`config.mk`:
```
export PLATFORM = sky130hd
export DESIGN_NAME = srcdata_sequencer
export DESIGN_NICKNAME = d
export VERILOG_FILES = /design/src/rtl/blit_pkg.sv /design/src/rtl/srcdata_sequencer.sv
export SDC_FILE = /design/constraint.sdc
export NUM_CORES = 1
export LEC_CHECK = 0
export ABC_AREA = 1
export ABC_CLOCK_PERIOD_IN_PS = 4200
export CAP_MARGIN = 20
export CORE_MARGIN = 3
export CORE_UTILIZATION = 35
export CTS_CLUSTER_DIAMETER = 100
export CTS_CLUSTER_SIZE = 28
export DETAILED_ROUTE_END_ITERATION = 7
export PLACE_DENSITY_LB_ADDON = 0.2
export REMOVE_ABC_BUFFERS = 1
export SYNTH_ARGS = -nofsm -noshare
export SYNTH_HDL_FRONTEND = slang
export SYNTH_SLANG_ARGS = --single-unit
```
`constraint.sdc`:
```
create_clock -name sys_clk -period 4.2 [get_ports sys_clk]
set_clock_uncertainty 0.2 [all_clocks]
set_input_delay 0.42 -clock sys_clk [delete_from_list [all_inputs] [get_ports sys_clk]]
set_output_delay 0.42 -clock sys_clk [all_outputs]
set_load 0.05 [all_outputs]
```
`src/rtl/blit_pkg.sv`:
```
// Shared definitions for the blitter source path.
//   - ST_* : sequencer state encoding (2 bits)
//   - PHRASE_BITS : width of one memory phrase
package blit_pkg;

  localparam int PHRASE_BITS = 64;

  localparam logic [1:0] ST_IDLE  = 2'd0;
  localparam logic [1:0] ST_PRIME = 2'd1;
  localparam logic [1:0] ST_FETCH = 2'd2;
  localparam logic [1:0] ST_WIN   = 2'd3;

endpackage

```
`src/rtl/srcdata_sequencer.sv`:
```
// Source phrase sequencer for the blitter source barrel shifter.
// Fetches source phrases over a req/ack port, keeps a two-phrase window
// (srcd1 = newest, srcd2 = previous), computes the source shift and offers
// one window per destination phrase to the write stage.
//
// Ports:
//   sys_clk, reset        clock, synchronous active-high reset
//   start, nphrase,       run configuration, latched on start in IDLE
//   srcenx, src_boff,
//   dst_boff, big_pix_in
//   src_req/src_ack/src_data   source fetch port
//   srcd1lo..srcd2hi, srcshift window and shift to the shifter
//   big_pix               registered pixel ordering
//   win_valid/win_ack     window handoff to the write stage
//   busy, done            run status
//   dbg_state             current sequencer state (for observation)
//
// Handshakes: a transfer happens on a cycle where the request/valid and the
// matching ack are both high. src_req stays high until acked; an ack with
// the request low is ignored. win_valid holds with a stable window until
// win_ack. src_req and win_valid are never high together, so the window
// cannot change while it is offered.
module srcdata_sequencer
  import blit_pkg::*;
#(
  parameter int NPHR_W = 10
) (
  input  logic                   sys_clk,
  input  logic                   reset,
  input  logic                   start,
  input  logic [NPHR_W-1:0]      nphrase,
  input  logic                   srcenx,
  input  logic [5:0]             src_boff,
  input  logic [5:0]             dst_boff,
  input  logic                   big_pix_in,
  output logic                   src_req,
  input  logic                   src_ack,
  input  logic [PHRASE_BITS-1:0] src_data,
  output logic [31:0]            srcd1lo,
  output logic [31:0]            srcd1hi,
  output logic [31:0]            srcd2lo,
  output logic [31:0]            srcd2hi,
  output logic [5:0]             srcshift,
  output logic                   big_pix,
  output logic                   win_valid,
  input  logic                   win_ack,
  output logic                   busy,
  output logic                   done,
  output logic [1:0]             dbg_state
);

  logic [1:0]             state_q, state_d;
  logic [NPHR_W-1:0]      remaining_q, remaining_d;
  logic [5:0]             shift_q, shift_d;
  logic                   big_pix_q, big_pix_d;
  logic                   done_q, done_d;
  logic [PHRASE_BITS-1:0] srcd1_q, srcd2_q;
  logic                   fetch_fire;

  assign src_req    = (state_q == ST_PRIME) || (state_q == ST_FETCH);
  assign win_valid  = (state_q == ST_WIN);
  assign busy       = (state_q != ST_IDLE);
  assign fetch_fire = src_req && src_ack;

  always_comb begin
    state_d     = state_q;
    remaining_d = remaining_q;
    shift_d     = shift_q;
    big_pix_d   = big_pix_q;
    done_d      = 1'b0;
    case (state_q)
      ST_IDLE: begin
        if (start) begin
          // 6-bit wrap subtraction gives the mod-64 shift directly.
          shift_d     = src_boff - dst_boff;
          big_pix_d   = big_pix_in;
          remaining_d = nphrase;
          if (nphrase == '0) begin
            done_d = 1'b1;
          end else begin
            state_d = srcenx ? ST_PRIME : ST_FETCH;
          end
        end
      end
      ST_PRIME: begin
        if (src_ack) state_d = ST_FETCH;
      end
      ST_FETCH: begin
        if (src_ack) state_d = ST_WIN;
      end
      ST_WIN: begin
        if (win_ack) begin
          remaining_d = remaining_q - NPHR_W'(1);
          if (remaining_q == NPHR_W'(1)) begin
            done_d  = 1'b1;
            state_d = ST_IDLE;
          end else begin
            state_d = ST_FETCH;
          end
        end
      end
      default: state_d = ST_IDLE;
    endcase
  end

  always_ff @(posedge sys_clk) begin
    if (reset) begin
      state_q     <= ST_IDLE;
      remaining_q <= '0;
      shift_q     <= '0;
      big_pix_q   <= 1'b0;
      done_q      <= 1'b0;
      srcd1_q     <= '0;
      srcd2_q     <= '0;
    end else begin
      state_q     <= state_d;
      remaining_q <= remaining_d;
      shift_q     <= shift_d;
      big_pix_q   <= big_pix_d;
      done_q      <= done_d;
      if (fetch_fire) begin
        srcd2_q <= srcd1_q;
        srcd1_q <= src_data;
      end
    end
  end

  assign srcd1hi   = srcd1_q[63:32];
  assign srcd1lo   = srcd1_q[31:0];
  assign srcd2hi   = srcd2_q[63:32];
  assign srcd2lo   = srcd2_q[31:0];
  assign srcshift  = shift_q;
  assign big_pix   = big_pix_q;
  assign done      = done_q;
  assign dbg_state = state_q;

endmodule

```
==> results of run 1 <==
[worst paths after layout]
| kind | slack, ns | endpoint | depth (start not counted) | from |
|---|---|---|---|---|
| worst max-delay path | 1.30 | src_req | 3 | dbg_state[1]$_SDFFE_PP0P_ |
| worst min-delay path | 0.28 | srcd2_q[17]$_SDFFE_PP0P_ | 2 | srcd2_q[17]$_SDFFE_PP0P_ |
| worst max register to register | 1.48 | srcd1_q[42]$_SDFFE_PP0P_ | 7 | dbg_state[1]$_SDFFE_PP0P_ |
| worst min register to register | 0.28 | srcd2_q[17]$_SDFFE_PP0P_ | 2 | srcd2_q[17]$_SDFFE_PP0P_ |
[worst max-delay path, delay by kind of cell, from the launching register on]
kind / cells / cell delay (ns)
buffers and inverters: 2 / 1.00
adder cells (fa/ha/maj): 1 / 0.48
flip-flops: 1 / 0.39
[layout make-up]
class / count / area (sq um)
clock buffers: 21 / 450
multi-input cells: 547 / 2490
well taps: 220 / 275
flip-flops and latches: 148 / 2960
repair buffers: 237 / 2370
inverters: 38 / 149
fillers: 1664 / 7830
clock inverters: 11 / 174
[per-stage QoR]
| step | total power, mW | hold WS [ns] | setup WS (ns) | util [%] |
|---|---|---|---|---|
| finish | 8.45 | 0.276 | 1.30 | 53.1 |
| global route | 9.03 | 0.307 | 1.20 | 53.1 |
| CTS | 8.55 | 0.284 | 1.25 | 53.1 |
| detailed placement | 6.91 | 0.271 | 1.45 | 49.4 |
| global placement | 6.88 | 0.260 | 1.48 | 49.4 |
| floorplan | 5.42 | 0.251 | 0.334 | - |
[synth_stat cells, drive strengths merged]
library cell | n | share of area, %
or2 | 1 | 0.10
nor2 | 286 | 18
nand3b | 1 | 0.12
dfxtp | 148 | 49
nor3 | 2 | 0.17
fa | 1 | 0.33
nand3 | 9 | 0.75
nand4 | 2 | 0.21
ha | 12 | 2.5
o21ai | 149 | 12
xor2 | 2 | 0.29
and2 | 1 | 0.10
clkbuf | 22 | 1.4
buf | 25 | 5.5
a21oi | 23 | 2.0
a31oi | 1 | 0.10
clkinv | 1 | 0.062
nand2 | 55 | 3.8
a31o | 1 | 0.15
xnor2 | 1 | 0.15
inv | 37 | 2.4
[registers in the layout, indices dropped and copies added, names as in the netlist]
signal and count:
big_pix 1, dbg_state 2, done 1, remaining_q 10
srcd1_q 64, srcd2_q 64, srcshift 6
[logic make-up (layout without fill, tap and decap cells)]
group	Yosys count	count (layout)	share of synthesized area (%)
AOI/OAI and AO/OA	174	174	14.7
xor gates and xnor gates	3	3	0.437
adders and majority gates	13	13	2.83
buffers and inverters	85	307	9.35
DFF	148	148	49.3
and+or+nand+nor	357	357	23.4
[power breakdown]
group / total (mW) / internal [mW] / switching, mW
clock network: 1.60 / 1.01 / 0.582
logic: 4.60 / 1.45 / 3.15
registers: 2.26 / 1.94 / 0.317
total: 8.45 / 4.40 / 4.05
[routing by layer]
metal	up-vias	global-route usage [%]
met5	-	0
met4	0	4.88
met3	13	6.43
met2	142	27.3
met1	2437	20.2
li1	2909	-
==> run summary, run 1 <==
Summed over all failing endpoints, the final setup total negative slack is 0 ns. The detailed-route DRC error count is 0. The sum of met2 wire segment lengths after detailed routing is 7670 um. The run finished with clean final reports. The clock-pin slew of the registers on the worst-case setup and hold paths came out at 0.06 ns. The detailed placement HPWL came out at 10900 um. Counting the buffers created by CTS gives 17. The worst path required time is 3.58 ns. The post-CTS setup repair buffer count is 0.

The number of nets in the final layout came out at 1095. The length of routed wiring on met1 is 6910 um. The via count of the first global-routing pass was 5193. The worst setup path is captured at an output pin.

The pin count of the biggest net entering global routing is 92. The aggregate global routing overflow came out at 0. The min-delay analysis places its worst path in the category flop to flop. For the pin with the worst max-slew slack, the measured transition is 0.828 ns.

The startpoint type of the worst setup path is a flop. The port buffer count is 233. Counting flops and latches in the post-synthesis netlist gives 148. The post-layout instance count excluding filler cells is 1222. The number of violations reported at the end of detailed-routing iteration 0 came out at 255.

The final period demand of the worst path came out at 2.90 ns. The vertical extent of the die is 137 um. The clock latency of the later-clocked register in the worst-skew pair is 0.41 ns. The die width came out at 137 um. The number of pins with negative max-slew slack in the final report is 0. The normalized max-slew margin is 44.8%. Counting tap cells, the placed design contains a total of 1190 instances. The number of instances resized during post-cts repair came out at 0.

The classification of the worst setup path is flop to output pin. For this run, the number of Yosys warnings is 0. The count of boundary I/O pins came out at 234. For this design, the sink count on the clock tree is 148. The tool flagged a number of max-cap violations equal to 0. Setup repair after global routing left no endpoint under its margin. The post-synthesis sequential area ratio is 49.3%. The maximum net fanout on the critical path came out at 4. Compared with the post-synthesis result, the final layout area differs by 47.6%. The cell count after synthesis came out at 780. The overall via count from detail_route is 5501. The final design area excluding fillers came out at 0.00887 sq mm. 0 antenna diodes ended up in the layout. The clock passes through at most 2 buffers. The synthesized netlist contains 31 unique library cells. The number of antenna violations at the first check in global routing came out at 0. The largest individual stage delay along the critical path comes from the cell sky130_fd_sc_hd__clkdlybuf4s50_1. The initial core utilization came out at 36.0%. The first-pass iteration count of the detailed router is 6. On the worst path, the slowest cell contributes a delay of 0.89 ns. In the finished design, the share of the clock period the worst path needs comes to 69.1%. The number of hold violations in the final report came out at 0. The cell area that synthesis handed to floorplanning was 0.00601 sq mm. The final weighted congestion in routability-driven placement is 0.790. The placeable core region came out at 0.0167 sq mm. TritonCTS built the clock tree. After floorplanning, the core was divided into 47 placement rows.

Once placement finished, the instance area stood at 0.00825 sq mm. The total detailed-routing wirelength came out at 16000 um. The global-route wire length before repair came out at 25200 um. The global routing usage summed across all routing layers came out at 16.6%. In this run the top signal layer used is met4.

VDD sags by at most 0.493 mV. The post-synthesis area per instance is 7.71 sq um. The number of setup violations in the final report is 0.

In the detailed route, the total length drawn on met3 is 1240 um. The number of levels in the clock H-tree came out at 4. The library cells used most frequently in the layout, excluding fill and tap cells, are 285 x sky130_fd_sc_hd__nor2_1, 233 x sky130_fd_sc_hd__clkdlybuf4s50_1, 148 x sky130_fd_sc_hd__dfxtp_1.

The number of buffers inserted by hold repair at cts is 0. The post-route antenna net violation count is 0. After detailed routing, the number of vias per cell comes to 4.50. The most frequent standard cell in the layout excluding fill and tap cells is sky130_fd_sc_hd__nor2_1. The critical path goes through inv_1 > ha_1 > clkdlybuf4s50_1. Clock tree synthesis selected as its root buffer the cell sky130_fd_sc_hd__clkbuf_16. The die covers 0.0188 sq mm.

The power density over the cells came out at 953 mW/mm^2. Based on the critical path, the design can be clocked at up to 344 MHz. Data on the critical path arrives at its endpoint at 2.28 ns.

The detail-routed net length per standard cell is 13.1 um. The share of layout cells above drive strength 1 is 4.49%. The leakage power figure came out at 3.49 nW.
Note: power is estimated with default switching activity, not from simulation.
==> run 2: changes to the inputs <==
- ABC_CLOCK_PERIOD_IN_PS: 4200 -> 3050
- clock period: 4.2 -> 3.05 ns (I/O delays scaled with it)
==> run 2 against run 1 <==
Compared with the run above: global-route usage rose by 0.063 points; critical path depth did not move; critical endpoint unchanged; critical path type unchanged; hold slack barely moved; clock power rose by 29%; setup slack got worse by 0.98 ns; flip-flop and latch count did not move; sequential share of layout area barely moved; final cell count rose by 0.16%; clock-buffer cell count fell by 1; combinational power rose by 39%; utilization rose by 0.067 points; first-iteration DRC count rose by 12%.
==> run summary, run 2 (same netlist as run 1, synthesis figures left out) <==
The detailed-route DRC error count is 0 (unchanged). The global-route wire length before repair came out at 25100 um (-0.25%). The pin slew with the least headroom to its limit is 0.569 ns (-0.258 ns).

The utilization of the core after routing came to 53.2% (+0.067 points). The number of diodes added for antenna fixing is 0 (unchanged). The via count of the first global-routing pass is 5011 (-3.5%). TritonCTS built the clock tree. The routed design could run at a clock period as short as 2.73 ns. The sum of negative setup slack came to 0 ns (unchanged). The number of pins with negative max-slew slack in the final report is 0 (unchanged). The worst setup path is of the flop to output pin kind.

The detail-routed net length per standard cell was 13.1 um (+0.32%). The CTS sink count came out at 148 (unchanged). The largest registers in the layout are srcd1_q (64), srcd2_q (64), remaining_q (10). The aggregate global routing overflow came out at 0 (unchanged). The area of the die is 0.0188 sq mm (unchanged). The startpoint type of the worst setup path is a flop. The post-place setup slack is 0.746 ns (-0.703 ns). The clock-pin slew of the registers on the worst-case setup and hold paths is 0.05 ns (about the same). The flow ran to the end, and the final reports show no timing, DRC or antenna violations. The post-route antenna net violation count is 0 (unchanged). The most frequent standard cell in the layout excluding fill and tap cells is sky130_fd_sc_hd__nor2_1. The number of buffers inserted by hold repair at cts is 0 (unchanged). The data arrival time at the worst-slack endpoint is 2.23 ns (-0.05 ns). The area growth from synthesis to layout is 47.8%. The pin count of the biggest net entering global routing is 88 (-4.3%). The number of levels in the clock H-tree is 4 (unchanged).

The clock latency of the later-clocked register in the worst-skew pair came to 0.41 ns (about the same). The number of violations reported at the end of detailed-routing iteration 0 was 286 (+12%). The post-route total power is 11.6 mW (+37%).

The tree is rooted in a sky130_fd_sc_hd__clkbuf_16. The final weighted congestion in routability-driven placement came out at 0.797 (+0.98%). The port buffer count is 233 (unchanged).

The total number of placement rows came out at 47 (unchanged). The number of instances resized during post-cts repair is 0 (unchanged). The total detailed-routing wirelength came out at 16100 um (+0.49%). The peak supply drop came out at 0.690 mV (+40%). The deepest clock path buffer count is 2 (unchanged). The detailed placement HPWL came to 10800 um (-0.73%). The global routing usage summed across all routing layers came to 16.7% (+0.063 points). The via density per instance is 4.48 (-0.42%). The count of boundary I/O pins came to 234 (unchanged). The first-pass iteration count of the detailed router came out at 4 (-2).

The normalized max-slew margin came to 61.9% (+17 points). The vertical extent of the die came out at 137 um (unchanged). The share of layout cells above drive strength 1 came out at 4.78% (+0.29 points). The final hold slack is 0.276 ns (-0.000449 ns).

The number of antenna violations at the first check in global routing came to 0 (unchanged). The initial core utilization came out at 36.0% (unchanged). The post-CTS setup repair buffer count came out at 0 (unchanged). The worst path required time came to 2.54 ns (-1.04 ns). The max-capacitance violation count was 0 (unchanged). The die width came out at 137 um (unchanged). The number of setup violations in the final report came out at 0 (unchanged). The leakage power figure is 3.51 nW (+0.50%). The path class of the tightest hold or removal check is flop to flop. In the layout the commonest cells are 285 x sky130_fd_sc_hd__nor2_1, 233 x sky130_fd_sc_hd__clkdlybuf4s50_1, 148 x sky130_fd_sc_hd__dfxtp_1.

The maximum net fanout on the critical path is 4 (unchanged). The number of nets in the final layout was 1099 (+0.37%). The worst setup margin is 0.319 ns (-0.977 ns).

Setup repair after global routing left no endpoint under its margin. The placeable core region came out at 0.0167 sq mm (unchanged). The power density over the cells came out at 1300 mW/mm^2 (+36%). The share of the clock period used by the worst path after layout is 89.5%. The overall via count from detail_route came out at 5487 (-0.25%). The worst setup path is captured at an output pin. The maximum achievable frequency is 366 MHz. The number of buffers created by CTS came out at 17 (unchanged). The number of hold violations in the final report is 0 (unchanged).
==> run 2: changes by cell type in the layout (fill, tap and decap cells not counted), sizes merged <==
| cell | before | now |
|---|---|---|
| clkinv | 3 | 6 |
| bufinv | 4 | 3 |
| buf | 4 | 8 |
| inv | 39 | 37 |
| clkinvlp | 3 | 2 |
| clkbuf | 21 | 20 |
==> run 2: layout make-up <==
class                      count  area, sq um
clock buffer                  20          447
clock inverter                10          134
inverter                      38          149
multi-input combinational    547         2490
sequential                   148         2960
fill                        1633         7820
tap                          220          275
timing repair buffer         241         2430
==> run 2: metrics by stage <==
| stage | std cells | instance area [sq um] |
|---|---|---|
| after floorplan | 733 | 5590 |
| after global placement | 1194 | 8300 |
| after detailed placement | 1194 | 8300 |
| after CTS | 1224 | 8880 |
| after global routing | 1224 | 8880 |
| final | 1224 | 8880 |
==> run 2: report_power, final <==
group / total [mW] / leakage, nW / internal (mW) / switching [mW]
registers: 3.11 / 1.22 / 2.67 / 0.433
clock network: 2.07 / 0.281 / 1.29 / 0.778
logic: 6.38 / 2.01 / 2.04 / 4.34
total: 11.6 / 3.51 / 6.00 / 5.55
==> run 2: critical path, cell delays in order (launching register included) <==
cell and delay, ns:
sky130_fd_sc_hd__dfxtp_1 0.37, sky130_fd_sc_hd__inv_1 0.11, sky130_fd_sc_hd__ha_1 0.47, sky130_fd_sc_hd__clkdlybuf4s50_1 0.87
==> run 2: worst paths after layout <==
check,start,endpoint,slack [ns],cells after the start
min,srcd2_q[48]$_SDFFE_PP0P_,srcd2_q[48]$_SDFFE_PP0P_,0.28,2
min reg2reg,srcd2_q[48]$_SDFFE_PP0P_,srcd2_q[48]$_SDFFE_PP0P_,0.28,2
max reg2reg,dbg_state[0]$_SDFFE_PP0P_,srcd1_q[38]$_SDFFE_PP0P_,0.83,7
max,dbg_state[0]$_SDFFE_PP0P_,src_req,0.32,3
==> run 2: metal layers <==
| layer | vias to the layer above | part of all wire (%) | track usage (%) |
|---|---|---|---|
| li1 | 2907 | - | - |
| met1 | 2417 | 43 | 20.7 |
| met2 | 145 | 47 | 26.4 |
| met3 | 18 | 8.1 | 6.73 |
| met4 | 0 | 1.6 | 5.76 |
| met5 | - | 0 | 0 |
